$ cat src/rtl/ps2_bridge_pkg.sv
// rtl/ps2_bridge_pkg.sv - shared types, header layout and entry layout for the PS/2-to-UART event bridge (PS2_UART_CHECKSUM_EN)
package ps2_bridge_pkg;

    // Header byte bit positions
    localparam int HDR_MARK  = 7;
    localparam int HDR_CH_HI = 6;
    localparam int HDR_CH_LO = 4;
    localparam int HDR_OVF   = 3;
    localparam int HDR_INT   = 2;
    localparam int HDR_FULL  = 1;
    localparam int HDR_ONE   = 0;

    // FIFO entry = {ch_id[2:0], int, data[7:0]}
    localparam int ENTRY_W   = 12;
    localparam int ENT_CH_HI = 11;
    localparam int ENT_CH_LO = 9;
    localparam int ENT_INT   = 8;

    typedef enum logic [3:0] {
        ST_IDLE,
        ST_HDR_LOAD,
        ST_HDR_START,
        ST_HDR_WAIT,
        ST_DAT_LOAD,
        ST_DAT_START,
        ST_DAT_WAIT
`ifdef PS2_UART_CHECKSUM_EN
        ,
        ST_SUM_LOAD,
        ST_SUM_START,
        ST_SUM_WAIT
`endif
    } tx_state_e;

    function automatic logic [7:0] make_hdr(input logic [2:0] ch, input logic ovf,
                                            input logic intf, input logic full);
        logic [7:0] h;
        h                      = '0;
        h[HDR_MARK]            = 1'b1;
        h[HDR_CH_HI:HDR_CH_LO] = ch;
        h[HDR_OVF]             = ovf;
        h[HDR_INT]             = intf;
        h[HDR_FULL]            = full;
        h[HDR_ONE]             = 1'b1;
        return h;
    endfunction

endpackage

$ cat src/rtl/ps2_evt_fifo.sv
// rtl/ps2_evt_fifo.sv - synchronous event FIFO with full/empty flags and wrap-around pointers
module ps2_evt_fifo
    import ps2_bridge_pkg::*;
#(
    parameter int DEPTH = 4,
    parameter int WIDTH = ENTRY_W
) (
    input  logic             clk,
    input  logic             rst_n,
    input  logic             push,
    input  logic [WIDTH-1:0] wdata,
    input  logic             pop,
    output logic [WIDTH-1:0] rdata,
    output logic             full,
    output logic             empty
);

    localparam int AW = $clog2(DEPTH);

    logic [WIDTH-1:0] mem_q [DEPTH];
    logic [AW:0]      wr_ptr_q;
    logic [AW:0]      rd_ptr_q;
    logic             do_push;
    logic             do_pop;

    assign empty   = (wr_ptr_q == rd_ptr_q);
    assign full    = (wr_ptr_q[AW] != rd_ptr_q[AW]) && (wr_ptr_q[AW-1:0] == rd_ptr_q[AW-1:0]);
    assign do_push = push & ~full;
    assign do_pop  = pop & ~empty;
    assign rdata   = mem_q[rd_ptr_q[AW-1:0]];

    // Pointer update; the extra MSB distinguishes full from empty
    always_ff @(posedge clk or negedge rst_n) begin
        if (!rst_n) begin
            wr_ptr_q <= '0;
            rd_ptr_q <= '0;
        end else begin
            if (do_push) wr_ptr_q <= wr_ptr_q + 1'b1;
            if (do_pop)  rd_ptr_q <= rd_ptr_q + 1'b1;
        end
    end

    // Storage write; contents are don't-care until the pointers say otherwise
    always_ff @(posedge clk) begin
        if (do_push) mem_q[wr_ptr_q[AW-1:0]] <= wdata;
    end

endmodule

$ cat src/rtl/ps2_uart_event_bridge.sv
// rtl/ps2_uart_event_bridge.sv - multi-channel PS/2 event collector framing packets to uart_tx (PS2_UART_CHECKSUM_EN adds a checksum byte)
module ps2_uart_event_bridge
    import ps2_bridge_pkg::*;
#(
    parameter int NUM_CH     = 2,
    parameter int FIFO_DEPTH = 4,
    parameter int CH_W       = 3
) (
    input  logic                clk,
    input  logic                rst_n,
    input  logic [NUM_CH-1:0]   ev_valid,
    input  logic [8*NUM_CH-1:0] ev_data,
    input  logic [NUM_CH-1:0]   ch_int,
    input  logic                tx_busy,
    output logic                tx_start,
    output logic [7:0]          tx_data,
    input  logic                ovf_clear,
    output logic                overflow,
    output logic [7:0]          drop_cnt,
    output logic                pending
);

    logic [NUM_CH-1:0]  hold_vld_q;
    logic [NUM_CH-1:0]  hold_int_q;
    logic [7:0]         hold_data_q [NUM_CH];
    logic [NUM_CH-1:0]  grant;
    logic [NUM_CH-1:0]  accept;
    logic [NUM_CH-1:0]  drop;
    logic [CH_W-1:0]    rr_ptr_q;
    logic [CH_W-1:0]    rr_ptr_d;
    logic [CH_W-1:0]    win_ch;
    logic               win_found;
    logic               win_int;
    logic [7:0]         win_data;

    logic               fifo_push;
    logic               fifo_pop;
    logic               fifo_full;
    logic               fifo_empty;
    logic [ENTRY_W-1:0] fifo_wdata;
    logic [ENTRY_W-1:0] fifo_rdata;

    logic               overflow_q;
    logic [7:0]         drop_cnt_q;
    logic [3:0]         ndrop;
    logic [8:0]         cnt_sum;

    tx_state_e          state_q;
    logic [ENTRY_W-1:0] ent_q;
    logic               full_at_pop_q;
    logic               tx_start_q;
    logic [7:0]         tx_data_q;
`ifdef PS2_UART_CHECKSUM_EN
    logic [7:0]         hdr_q;
`endif

    // Round-robin search for the first occupied hold starting at the pointer
    always_comb begin
        int idx;
        idx       = 0;
        win_found = 1'b0;
        win_ch    = '0;
        for (int i = 0; i < NUM_CH; i++) begin
            idx = int'(rr_ptr_q) + i;
            if (idx >= NUM_CH) idx = idx - NUM_CH;
            for (int c = 0; c < NUM_CH; c++) begin
                if (!win_found && c == idx && hold_vld_q[c]) begin
                    win_found = 1'b1;
                    win_ch    = CH_W'(c);
                end
            end
        end
    end

    // Winner mux, grant, accept/drop decisions and next round-robin pointer
    always_comb begin
        win_data  = '0;
        win_int   = 1'b0;
        grant     = '0;
        fifo_push = win_found & ~fifo_full;
        for (int c = 0; c < NUM_CH; c++) begin
            if (win_ch == CH_W'(c)) begin
                win_data = hold_data_q[c];
                win_int  = hold_int_q[c];
                grant[c] = fifo_push;
            end
        end
        accept   = ev_valid & (~hold_vld_q | grant);
        drop     = ev_valid & hold_vld_q & ~grant;
        rr_ptr_d = rr_ptr_q;
        if (fifo_push) begin
            rr_ptr_d = (int'(win_ch) + 1 >= NUM_CH) ? '0 : win_ch + CH_W'(1);
        end
    end

    assign fifo_wdata = {win_ch, win_int, win_data};
    assign fifo_pop   = (state_q == ST_IDLE) & ~fifo_empty;

    // Per-channel hold registers and arbiter pointer
    always_ff @(posedge clk or negedge rst_n) begin
        if (!rst_n) begin
            hold_vld_q <= '0;
            hold_int_q <= '0;
            rr_ptr_q   <= '0;
            for (int c = 0; c < NUM_CH; c++) hold_data_q[c] <= '0;
        end else begin
            hold_vld_q <= (hold_vld_q & ~grant) | accept;
            rr_ptr_q   <= rr_ptr_d;
            for (int c = 0; c < NUM_CH; c++) begin
                if (accept[c]) begin
                    hold_data_q[c] <= ev_data[8*c +: 8];
                    hold_int_q[c]  <= ch_int[c];
                end
            end
        end
    end

    ps2_evt_fifo #(
        .DEPTH (FIFO_DEPTH),
        .WIDTH (ENTRY_W)
    ) u_fifo (
        .clk   (clk),
        .rst_n (rst_n),
        .push  (fifo_push),
        .wdata (fifo_wdata),
        .pop   (fifo_pop),
        .rdata (fifo_rdata),
        .full  (fifo_full),
        .empty (fifo_empty)
    );

    // Number of drops this cycle and the saturated running total
    always_comb begin
        ndrop = '0;
        for (int c = 0; c < NUM_CH; c++) ndrop = ndrop + 4'(drop[c]);
        cnt_sum = {1'b0, drop_cnt_q} + 9'(ndrop);
    end

    // Overflow sticky and drop counter; a drop in the same cycle as a clear wins
    always_ff @(posedge clk or negedge rst_n) begin
        if (!rst_n) begin
            overflow_q <= 1'b0;
            drop_cnt_q <= '0;
        end else if (|drop) begin
            overflow_q <= 1'b1;
            if (ovf_clear)          drop_cnt_q <= 8'(ndrop);
            else if (cnt_sum[8])    drop_cnt_q <= 8'hFF;
            else                    drop_cnt_q <= cnt_sum[7:0];
        end else if (ovf_clear) begin
            overflow_q <= 1'b0;
            drop_cnt_q <= '0;
        end
    end

    // Packet transmit FSM; tx_start is high during the first WAIT cycle, which doubles as the busy-latency guard
    always_ff @(posedge clk or negedge rst_n) begin
        if (!rst_n) begin
            state_q       <= ST_IDLE;
            ent_q         <= '0;
            full_at_pop_q <= 1'b0;
            tx_start_q    <= 1'b0;
            tx_data_q     <= '0;
`ifdef PS2_UART_CHECKSUM_EN
            hdr_q         <= '0;
`endif
        end else begin
            tx_start_q <= 1'b0;
            case (state_q)
                ST_IDLE: begin
                    if (!fifo_empty) begin
                        ent_q         <= fifo_rdata;
                        full_at_pop_q <= fifo_full;
                        state_q       <= ST_HDR_LOAD;
                    end
                end
                ST_HDR_LOAD: begin
                    tx_data_q <= make_hdr(ent_q[ENT_CH_HI:ENT_CH_LO], overflow_q,
                                          ent_q[ENT_INT], full_at_pop_q);
`ifdef PS2_UART_CHECKSUM_EN
                    hdr_q     <= make_hdr(ent_q[ENT_CH_HI:ENT_CH_LO], overflow_q,
                                          ent_q[ENT_INT], full_at_pop_q);
`endif
                    state_q   <= ST_HDR_START;
                end
                ST_HDR_START: begin
                    tx_start_q <= 1'b1;
                    state_q    <= ST_HDR_WAIT;
                end
                ST_HDR_WAIT: begin
                    if (!tx_start_q && !tx_busy) state_q <= ST_DAT_LOAD;
                end
                ST_DAT_LOAD: begin
                    tx_data_q <= ent_q[7:0];
                    state_q   <= ST_DAT_START;
                end
                ST_DAT_START: begin
                    tx_start_q <= 1'b1;
                    state_q    <= ST_DAT_WAIT;
                end
                ST_DAT_WAIT: begin
`ifdef PS2_UART_CHECKSUM_EN
                    if (!tx_start_q && !tx_busy) state_q <= ST_SUM_LOAD;
`else
                    if (!tx_start_q && !tx_busy) state_q <= ST_IDLE;
`endif
                end
`ifdef PS2_UART_CHECKSUM_EN
                ST_SUM_LOAD: begin
                    tx_data_q <= hdr_q ^ ent_q[7:0];
                    state_q   <= ST_SUM_START;
                end
                ST_SUM_START: begin
                    tx_start_q <= 1'b1;
                    state_q    <= ST_SUM_WAIT;
                end
                ST_SUM_WAIT: begin
                    if (!tx_start_q && !tx_busy) state_q <= ST_IDLE;
                end
`endif
                default: state_q <= ST_IDLE;
            endcase
        end
    end

    assign tx_start = tx_start_q;
    assign tx_data  = tx_data_q;
    assign overflow = overflow_q;
    assign drop_cnt = drop_cnt_q;
    assign pending  = ~fifo_empty | (state_q != ST_IDLE);

endmodule

$ cat config.mk
export PLATFORM = sky130hd
export DESIGN_NAME = ps2_uart_event_bridge
export DESIGN_NICKNAME = d
export VERILOG_FILES = /design/src/rtl/ps2_bridge_pkg.sv /design/src/rtl/ps2_evt_fifo.sv /design/src/rtl/ps2_uart_event_bridge.sv
export SDC_FILE = /design/constraint.sdc
export NUM_CORES = 1
export LEC_CHECK = 0
export BUFFER_PORTS_ARGS = -buffer_cell sky130_fd_sc_hd__buf_2
export CORE_ASPECT_RATIO = 1.4
export CORE_UTILIZATION = 35
export CTS_CLUSTER_SIZE = 20
export DETAILED_ROUTE_END_ITERATION = 6
export GPL_ROUTABILITY_DRIVEN = 0
export PLACE_DENSITY = 0.61
export SETUP_SLACK_MARGIN = 0.02
export SYNTH_ARGS = -nofsm -noshare
export SYNTH_HDL_FRONTEND = slang
export SYNTH_SLANG_ARGS = --single-unit
$ cat constraint.sdc
create_clock -name clk -period 6.8 [get_ports clk]
set_clock_uncertainty 0.1 [all_clocks]
set_input_delay 1.36 -clock clk [delete_from_list [all_inputs] [get_ports clk]]
set_output_delay 1.36 -clock clk [all_outputs]
set_load 0.02 [all_outputs]
After elaboration in Yosys (flattened, before gate mapping):

Memory sizes are Yosys's and may differ from the RTL's. A register that Yosys moved wholly into a read port is not among the register bits.
Cells that the tools add are included.

* add/subtract/negate cells: 9
* $mul: 0
* div/mod/pow operators: 0
* order comparisons: 3
* equal/unequal tests: 15
* shift-type cells: 0
* mux-type cells: 30
* bitwise operators: 15
* reduce and logical (&&, ||, !) cells: 26

Operators by type and width (number)
* $eq A2 B32 Y1 const A: 2
* $logic_not A32 Y1: 2
* $mux W32: 2
* $mux W8: 6
* $pmux W4 S7: 1
* $pmux W8 S2: 1
* $mux W1: 15
* $eq A4 B3 Y1 const B: 3
* $mux W4: 3
* $add A3 B1 Y3 const B: 3
* $add A8 B2 Y9: 1
* $logic_and A1 B1 Y1: 9
* $add A3 B1 Y4 const B: 2
* $and A2 B2 Y2: 4
* $eq A4 B2 Y1 const B: 2
* $ge A4 B2 Y1 const B: 2
* $logic_not A1 Y1: 6
* $mux W3: 2
* $ne A2 B2 Y1 const B: 3
* $sub A4 B2 Y5 const B: 1
* $and A1 B1 Y1: 4
* $eq A4 B1 Y1 const B: 1
* $logic_not A4 Y1: 1
* $not A2 Y2: 2
* 16 further kinds: 20

* register bits: 52
* latch bits: 0
* RAM bits: 48
* memory bits (read-only): 0
* bits of input ports: 24
* output and inout port bits: 19
* logic and storage cells: 113
* memories kept: 1

Memories
* u_fifo.mem_q: words 4, width 12, read ports 1, clocked after memory_dff 1, wr ports 1, RTL line ps2_evt_fifo.sv:20 `logic [WIDTH-1:0] mem_q [DEPTH];`

Logic depth before layout (Yosys ltp):

Gate-level depths: netlist (run 1).

* depth in word-level cells: 26
* gate-level depth with buffers: 11
* depth with buffers taken out: 10

Cells and area by module:

Synthesis (run 1) repeated with hierarchy kept, for this count alone.

* cell total of the unflattened synthesis: 329
* area total of the unflattened synthesis: 4799.6 µm²

By module, submodules not included
* ps2_uart_event_bridge: times used 1, cells each 217, area each 2567.5 µm², seq. area each 1376.3 µm²
* ps2_evt_fifo: times used 1, cells each 112, area each 2232.1 µm², seq. area each 1591.5 µm²

Worst setup path before layout (run 1):

OpenSTA, ideal clock, no wires.

* kind: input-to-reg
* start point: input ev_valid[0]
* end point: register drop_cnt_q[5] (netlist: drop_cnt[5])
* setup time: 104 ps
* data arrival time: 3607 ps
* data required time: 6596 ps
* setup slack: 2989 ps
* stages: 11
* buffers on the path: 1
* cells stage by stage: clkbuf_1 mux2i_1 or2_2 mux2i_1 ha_1 inv_1 fa_1 nand4b_1 nor2_1 nor3_1 a221oi_1

* longest elaborated chain between the ends: 7
* elaborated cells on any way between the ends: 9
* those cells by class: add/sub: 2; mux: 3; bitwise: 2; reduce/logical: 2

Ends and longest elaborated chain
* start, declared: RTL line ps2_uart_event_bridge.sv:11 `input logic [NUM_CH-1:0] ev_valid,`
* $and A2 B2 Y2 * (2 in a row): RTL line ps2_uart_event_bridge.sv:89 `drop = ev_valid & hold_vld_q & ~grant;`
* $add A1 B1 Y2: RTL line ps2_uart_event_bridge.sv:135 `for (int c = 0; c < NUM_CH; c++) ndrop = ndrop + 4'(drop[c]);`
* $add A8 B2 Y9: RTL line ps2_uart_event_bridge.sv:136 `cnt_sum = {1'b0, drop_cnt_q} + 9'(ndrop);`
* $mux W8: RTL line ps2_uart_event_bridge.sv:147 `else if (cnt_sum[8]) drop_cnt_q <= 8'hFF;`
* $mux W8: RTL line ps2_uart_event_bridge.sv:146 `if (ovf_clear) drop_cnt_q <= 8'(ndrop);`
* $mux W8: RTL line ps2_uart_event_bridge.sv:144 `end else if (|drop) begin`
* end signal, assigned: RTL line ps2_uart_event_bridge.sv:146
* end signal, assigned: RTL line ps2_uart_event_bridge.sv:148 `else drop_cnt_q <= cnt_sum[7:0];`
* end, declared: RTL line ps2_uart_event_bridge.sv:44 `logic [7:0] drop_cnt_q;`

Every way passes the cells marked *; elsewhere a longest branch is shown, timed or not.
A chain may end at the register's enable or synchronous reset.

Worst setup path in the final report (run 1):

* start point: register u_fifo.rd_ptr_q[0]
* end point: register drop_cnt_q[5] (netlist: drop_cnt[5])

* longest elaborated chain between the ends: 12
* elaborated cells on any way between the ends: 15
* those cells by class: add/sub: 2; eq/ne: 1; mux: 5; bitwise: 4; reduce/logical: 3

Ends and longest elaborated chain
* start, declared: RTL line ps2_evt_fifo.sv:22 `logic [AW:0] rd_ptr_q;`
* start signal, assigned: RTL line ps2_evt_fifo.sv:39 `if (do_pop) rd_ptr_q <= rd_ptr_q + 1'b1;`
* $eq A2 B2 Y1 *: RTL line ps2_evt_fifo.sv:27 `assign full = (wr_ptr_q[AW] != rd_ptr_q[AW]) && (wr_ptr_q[AW-1:0] == rd_ptr_q[AW-1:0]);`
* $logic_and A1 B1 Y1 *: RTL line ps2_evt_fifo.sv:27
* $not A1 Y1 *: RTL line ps2_uart_event_bridge.sv:80 `fifo_push = win_found & ~fifo_full;`
* $and A1 B1 Y1 *: RTL line ps2_uart_event_bridge.sv:80
* $mux W1: RTL line ps2_uart_event_bridge.sv:82 `if (win_ch == CH_W'(c)) begin`
* $not A2 Y2 *: RTL line ps2_uart_event_bridge.sv:89
* $and A2 B2 Y2 *: RTL line ps2_uart_event_bridge.sv:89
* $add A1 B1 Y2: RTL line ps2_uart_event_bridge.sv:135
* $add A8 B2 Y9: RTL line ps2_uart_event_bridge.sv:136
* $mux W8: RTL line ps2_uart_event_bridge.sv:147
* $mux W8: RTL line ps2_uart_event_bridge.sv:146
* $mux W8: RTL line ps2_uart_event_bridge.sv:144

Marked as above.

==> results.toml, run 1 <==
[clock_network]
insertion_delay_ns = 0.34
tritoncts = "yes"
htree_levels = 3
postCtsHoldBufs = 0
clock-sinks = 99
cts_resized = 0
ctsRootBufferMaster = "clkbuf_16"
cts_buffers = 9
post_cts_buffers = 0
clkTransAtPathRegs_ns = 0.07
cts_buffer_depth = 2

[placed_design]
port_buffers = 42
pre_cts_ws_ns = 2.81
dp_hpwl_mm = 5.70

[yosys]
synth_nets = 346
synth_area_leaders = "dfrtp_1 (33%), edfxtp_1 (27%), mux2_2 (9.6%)"
yosys.area.top_type = "dfrtp_1"
yosys_warnings = 0
synth_top_area_share_pct = 33.2
ys_ff_latch = 99
async_reset_ff_share_pct = 59.6
synth_enable_flop_cells = 40
synthesis.area_um2 = 4440
ys_seq_area_share_pct = 60.3
synth_ff_type = "dfrtp_1"
synth.distinct_cells = 53
netlist_instances = 314
avgSynthCellArea_um2 = 14.1

[layout]
layout.nets = 388
drive_above_1_share_pct = 31.9
diodes = 0
layout_commonest_cell = "dfrtp_1"
layout_common_cells = "dfrtp_1 (59), buf_2 (42), edfxtp_1 (40)"
syn_to_final_growth_pct = 14.3

[timing]
maxSlewHeadroom_pct = 45.2
fin_crit_sh_pct = 54.3
worstMarginPinSlew_ns = 0.822
postLayoutSetupSlackWorst_ns = 3.11
rsz0062_at_grt = "false"
drv_slew = 0
hold_violations = 0
setup_violations = 0
fmax_mhz = 271
min_period_ns = 3.69
setup-tns-final_ns = 0

[detailed_routing]
drtPass1Iterations = 4
routed_wirelength_mm = 8.32
dr.max_layer_used = "met4"
routed-wl-met2_mm = 4.33
met3WireLength_um = 249
wl_per_cell_um = 16.3
drt_iter0_drc = 90
met1Wirelength_mm = 3.58
drcViolationCount = 0
via_per_inst = 5.16
antenna_left = 0
via_count = 2639

[worst_hold_path]
hp-class = "reg -> reg"
whs_path_depth = 1

[floorplanning]
die_h_um = 135
die_area_um2 = 13200
ios = 43
core_area_um2 = 12400
placementRows = 48
die_x_um = 97.2
start_util_pct = 35.9

[global_routing]
grt_pass1_vias = 2771
gr-usage-all-layers_pct = 13.6
grt_pass1_wl_mm = 13.9
grt_max_degree = 60
antenna_found_initial = 0
grt_overflow = 0

[critical_path]
cp_max_fo = 13
worstSetupStartpointType = "register"
cpMostUsedCell = "nor3_1"
max_stage_delay_ns = 0.68
slowest_stage = "dfrtp_1"
worstSetupEndpointType = "register"
r2r_cells = 9
crit_type = "reg -> reg"
cp.required_ns = 6.94
crit_chain = "xnor2_2 -> nand3_2 -> nor3_1 -> inv_1 -> fa_1 -> nand4b_1 -> nor2_1 -> nor3_1 -> a221oi_1"
cp.arrival_ns = 3.83

[power]
netSwitchingFraction_pct = 36.0
ir_drop_mv = 0.151
p_int_mw = 1.73
netSwitchingPower_mw = 0.973
powerDensity_nw_per_um2 = 533
p_seq_share_pct = 44.2
p_comb_share_pct = 37.7
p_leak_nw = 2.02
clkPwrFrac_pct = 18.1

[outcome]
outcome = "finished clean"

[run]
maxCapViolCount = 0
[worst paths after layout]
| check | startpoint | end | slack, ns |
|---|---|---|---|
| max | u_fifo.rd_ptr_q[0]$_DFFE_PN0P_ | drop_cnt[5]$_DFFE_PN0P_ | 3.11 |
| min | hold_data_q[1]$_DFFE_PN0P_ | hold_data_q[1]$_DFFE_PN0P_ | 0.40 |
| max reg2reg | u_fifo.rd_ptr_q[0]$_DFFE_PN0P_ | drop_cnt[5]$_DFFE_PN0P_ | 3.11 |
| min reg2reg | hold_data_q[1]$_DFFE_PN0P_ | hold_data_q[1]$_DFFE_PN0P_ | 0.40 |
| max in group asynchronous | rst_n | ent_q[6]$_DFFE_PN0P_ | 5.01 |
| min in group asynchronous | rst_n | hold_data_q[13]$_DFFE_PN0P_ | 1.06 |
[cell usage after synthesis (5+ instances only)]
| cell type | number |
|---|---|
| and2_1 | 5 |
| o21ai_0 | 12 |
| edfxtp_1 | 40 |
| inv_1 | 20 |
| a21oi_1 | 8 |
| nand2_1 | 16 |
| ha_1 | 7 |
| dfrtp_1 | 59 |
| mux4_2 | 10 |
| mux2_2 | 38 |
| a221oi_1 | 5 |
| o22ai_1 | 11 |
| nor2_1 | 9 |
| clkbuf_1 | 6 |
[state kept, by name, summed over array words and instances (netlist names)]
name             count
u_fifo.mem_q        40
ent_q               10
u_fifo.wr_ptr_q      3
overflow             1
state_q              3
hold_int_q           2
full_at_pop_q        1
drop_cnt             8
tx_data              8
tx_start             1
u_fifo.rd_ptr_q      3
rr_ptr_q             1
hold_vld_q           2
hold_data_q         16
[power groups by stage]
stage	combinational, mW	sequential, mW	clock [mW]
2_1_floorplan	0.820	1.15	0
3_3_place_gp	1.01	1.20	0
3_5_place_dp	1.04	1.21	0
4_1_cts	1.04	1.20	0.502
5_1_grt	1.14	1.24	0.521
6_report	1.02	1.20	0.489
[per-stage QoR]
step	instance area [µm²]	utilization, %	hold WS, ns	instances	total power, mW
floorplan	4440	-	0.374	314	1.97
global placement	4790	38.7	0.383	495	2.21
global route	5070	41.0	0.413	511	2.90
detailed placement	4790	38.7	0.389	495	2.25
CTS	5070	41.0	0.407	511	2.75
finish	5070	41.0	0.404	511	2.71
[cell type report]
type / instances / area, µm²
Timing Repair Buffer: 43 / 218
Sequential cell: 99 / 2680
Tap cell: 150 / 188
Multi-Input combinational cell: 183 / 1630
Inverter: 20 / 75.1
Fill cell: 1189 / 7300
Clock inverter: 5 / 42.5
Clock buffer: 11 / 243
[critical path: cells and delay by family (launching register included)]
kind	cells	cell delay, ns
XOR/XNOR	1	0.55
AO/OA/AOI/OAI	1	0.25
adder cells (fa/ha/maj)	1	0.45
buffers and inverters	1	0.12
AND/OR/NAND/NOR	5	1.45
flip-flops	1	0.68
[cells by family after synthesis]
family                   share of synthesized area, %
XOR/XNOR                                         2.28
flip-flops                                       60.3
multiplexers                                     15.2
adder cells (fa/ha/maj)                          2.42
AND/OR/NAND/NOR                                  5.94
buffers and inverters                            2.99
AO/OA/AOI/OAI                                    10.9
[routing by layer]
layer / up-vias / track usage (%)
met5: - / 0
met4: 0 / 6.78
met3: 10 / 2.37
met2: 48 / 23.5
met1: 1313 / 16.5
li1: 1268 / -
(Power assumes the default switching activity.)
==> run 2: changes to the inputs <==
Clock period 6.8 ns to 3.55 ns, I/O delays scaled along.
==> run 2 against run 1 <==
Clock power up 96%. Flip-flop and latch count unchanged. Utilization up 0.37 points. Critical path depth unchanged. Sequential power up 85%. Total power up 95%. Largest cell class unchanged.
==> results.toml, run 2 (same netlist as run 1, synthesis figures left out) <==
[clock_network]
postCtsHoldBufs = 0
insertion_delay_ns = 0.34
tritoncts = "yes"
clock-sinks = 99
cts_resized = 0
htree_levels = 3
cts_buffers = 9
ctsRootBufferMaster = "clkbuf_16"
cts_buffer_depth = 2
clkTransAtPathRegs_ns = 0.07
post_cts_buffers = 0

[layout]
syn_to_final_growth_pct = 15.3
final_core_util_pct = 41.4
diodes = 0
layout_commonest_cell = "dfrtp_1"
layout_common_cells = "dfrtp_1 (59), buf_2 (42), edfxtp_1 (40)"
final_area_um2 = 5120
fin_cells = 516
final-seq-area_um2 = 2680
layout.nets = 393
fill_cells = 1170
drive_above_1_share_pct = 33.1
largest_reg_flops = 40
multi_input_area_um2 = 1630

[detailed_routing]
drtPass1Iterations = 4
wl_per_cell_um = 16.3
via_count = 2667
dr.max_layer_used = "met4"
routed_wirelength_mm = 8.41
met1Wirelength_mm = 3.63
drt_iter0_drc = 81
antenna_left = 0
met3WireLength_um = 220
via_per_inst = 5.17
drcViolationCount = 0
routed-wl-met2_mm = 4.42

[floorplanning]
placementRows = 48
ios = 43
die_x_um = 97.2
die_h_um = 135
die_area_um2 = 13200
start_util_pct = 35.9
core_area_um2 = 12400

[critical_path]
cpMostUsedCell = "nor3_1"
reg2reg_slack_ns = 0.44
crit_type = "reg -> reg"
r2r-end = "drop_cnt[5]$_DFFE_PN0P_"
worstSetupStartpointType = "register"
worstReg2RegStart = "u_fifo.rd_ptr_q[2]$_DFFE_PN0P_"
worstSetupEndpointType = "register"
cp.required_ns = 3.69
cp.arrival_ns = 3.24
r2r_cells = 9
crit_chain = "xor2_2 -> nand3_2 -> nor3_1 -> inv_1 -> fa_1 -> nand4b_1 -> nor2_1 -> nor3_1 -> a221oi_1"
cp-startpoint = "u_fifo.rd_ptr_q[2]$_DFFE_PN0P_"
slowest_stage = "dfrtp_1"
max_stage_delay_ns = 0.44
worstSetupEndpoint = "drop_cnt[5]$_DFFE_PN0P_"
cp_max_fo = 6

[timing]
drv_slew = 0
min_period_ns = 3.11
setup_violations = 0
fin_crit_sh_pct = 87.5
postLayoutSetupSlackWorst_ns = 0.442
hold_violations = 0
fmax_mhz = 322
holdWs_ns = 0.404
rsz0062_at_grt = "false"
worstMarginPinSlew_ns = 1.03
setup-tns-final_ns = 0
maxSlewHeadroom_pct = 31.3

[power]
netSwitchingFraction_pct = 36.0
netSwitchingPower_mw = 1.90
p_seq_share_pct = 42.1
p_comb_share_pct = 39.7
p_leak_nw = 2.04
total_power_mw = 5.28
ir_drop_mv = 0.325
powerDensity_nw_per_um2 = 1030
p_int_mw = 3.38
clkPwrFrac_pct = 18.2

[global_routing]
grt_max_degree = 46
grt_pass1_vias = 2829
grt_overflow = 0
grt_pass1_wl_mm = 14.1
antenna_found_initial = 0
gr-usage-all-layers_pct = 13.8

[placed_design]
dp_cells = 500
dp_hpwl_mm = 5.88
pre_cts_ws_ns = 0.161
dpl_cell_area_um2 = 4830
port_buffers = 42

[run]
maxCapViolCount = 0

[outcome]
outcome = "finished clean"

[worst_hold_path]
hp-class = "reg -> reg"
[run 2: changes by cell type in the layout (fill, tap and decap cells not counted), sizes merged]
cell,previous run,this run
buf,43,48
clkbuf,11,10
clkinv,0,1
clkinvlp,1,2
inv,24,23
[run 2: routing by layer]
layer,global-route usage [%],vias up
met2,25.2,41
met5,0,-
met4,5.23,0
met3,2.73,8
met1,16.0,1339
li1,-,1279
[run 2: worst min path at each step]
| stage | from | end | slack [ns] | cells after the start |
|---|---|---|---|---|
| 3_5_place_dp | hold_data_q[0]$_DFFE_PN0P_ | hold_data_q[0]$_DFFE_PN0P_ | 0.39 | 1 |
| 6_report | hold_data_q[14]$_DFFE_PN0P_ | hold_data_q[14]$_DFFE_PN0P_ | 0.40 | 1 |
| 5_1_grt | hold_data_q[4]$_DFFE_PN0P_ | hold_data_q[4]$_DFFE_PN0P_ | 0.42 | 1 |
| 2_1_floorplan | rst_n | drop_cnt[0]$_DFFE_PN0P_ | 0.31 | 0 |
| 4_1_cts | hold_data_q[0]$_DFFE_PN0P_ | hold_data_q[0]$_DFFE_PN0P_ | 0.41 | 1 |
| 3_3_place_gp | hold_data_q[11]$_DFFE_PN0P_ | hold_data_q[11]$_DFFE_PN0P_ | 0.38 | 1 |
[run 2: power by group through the flow]
stage	sequential, mW	combinational [mW]	clock, mW
finish	2.22	2.09	0.960
global placement	2.23	2.07	0
global route	2.30	2.32	1.03
floorplan	2.21	1.57	0
detailed placement	2.25	2.13	0
CTS	2.23	2.15	0.987
[run 2: area by class of cell]
type / instances / share of cell area [%]
inverters: 20 / 1.47
flip-flops and latches: 99 / 52.3
clock inverters: 6 / 1.08
well taps: 150 / 3.66
repair buffers: 48 / 4.98
clock buffers: 10 / 4.67
multi-input cells: 183 / 31.9
[run 2: critical path: cells and delay by family, from the launching register on]
kind,cells,cell delay [ns]
adder cells (fa/ha/maj),1,0.44
XOR/XNOR,1,0.29
flip-flops,1,0.44
AO/OA/AOI/OAI,1,0.26
buffers and inverters,1,0.11
AND/OR/NAND/NOR,5,1.36
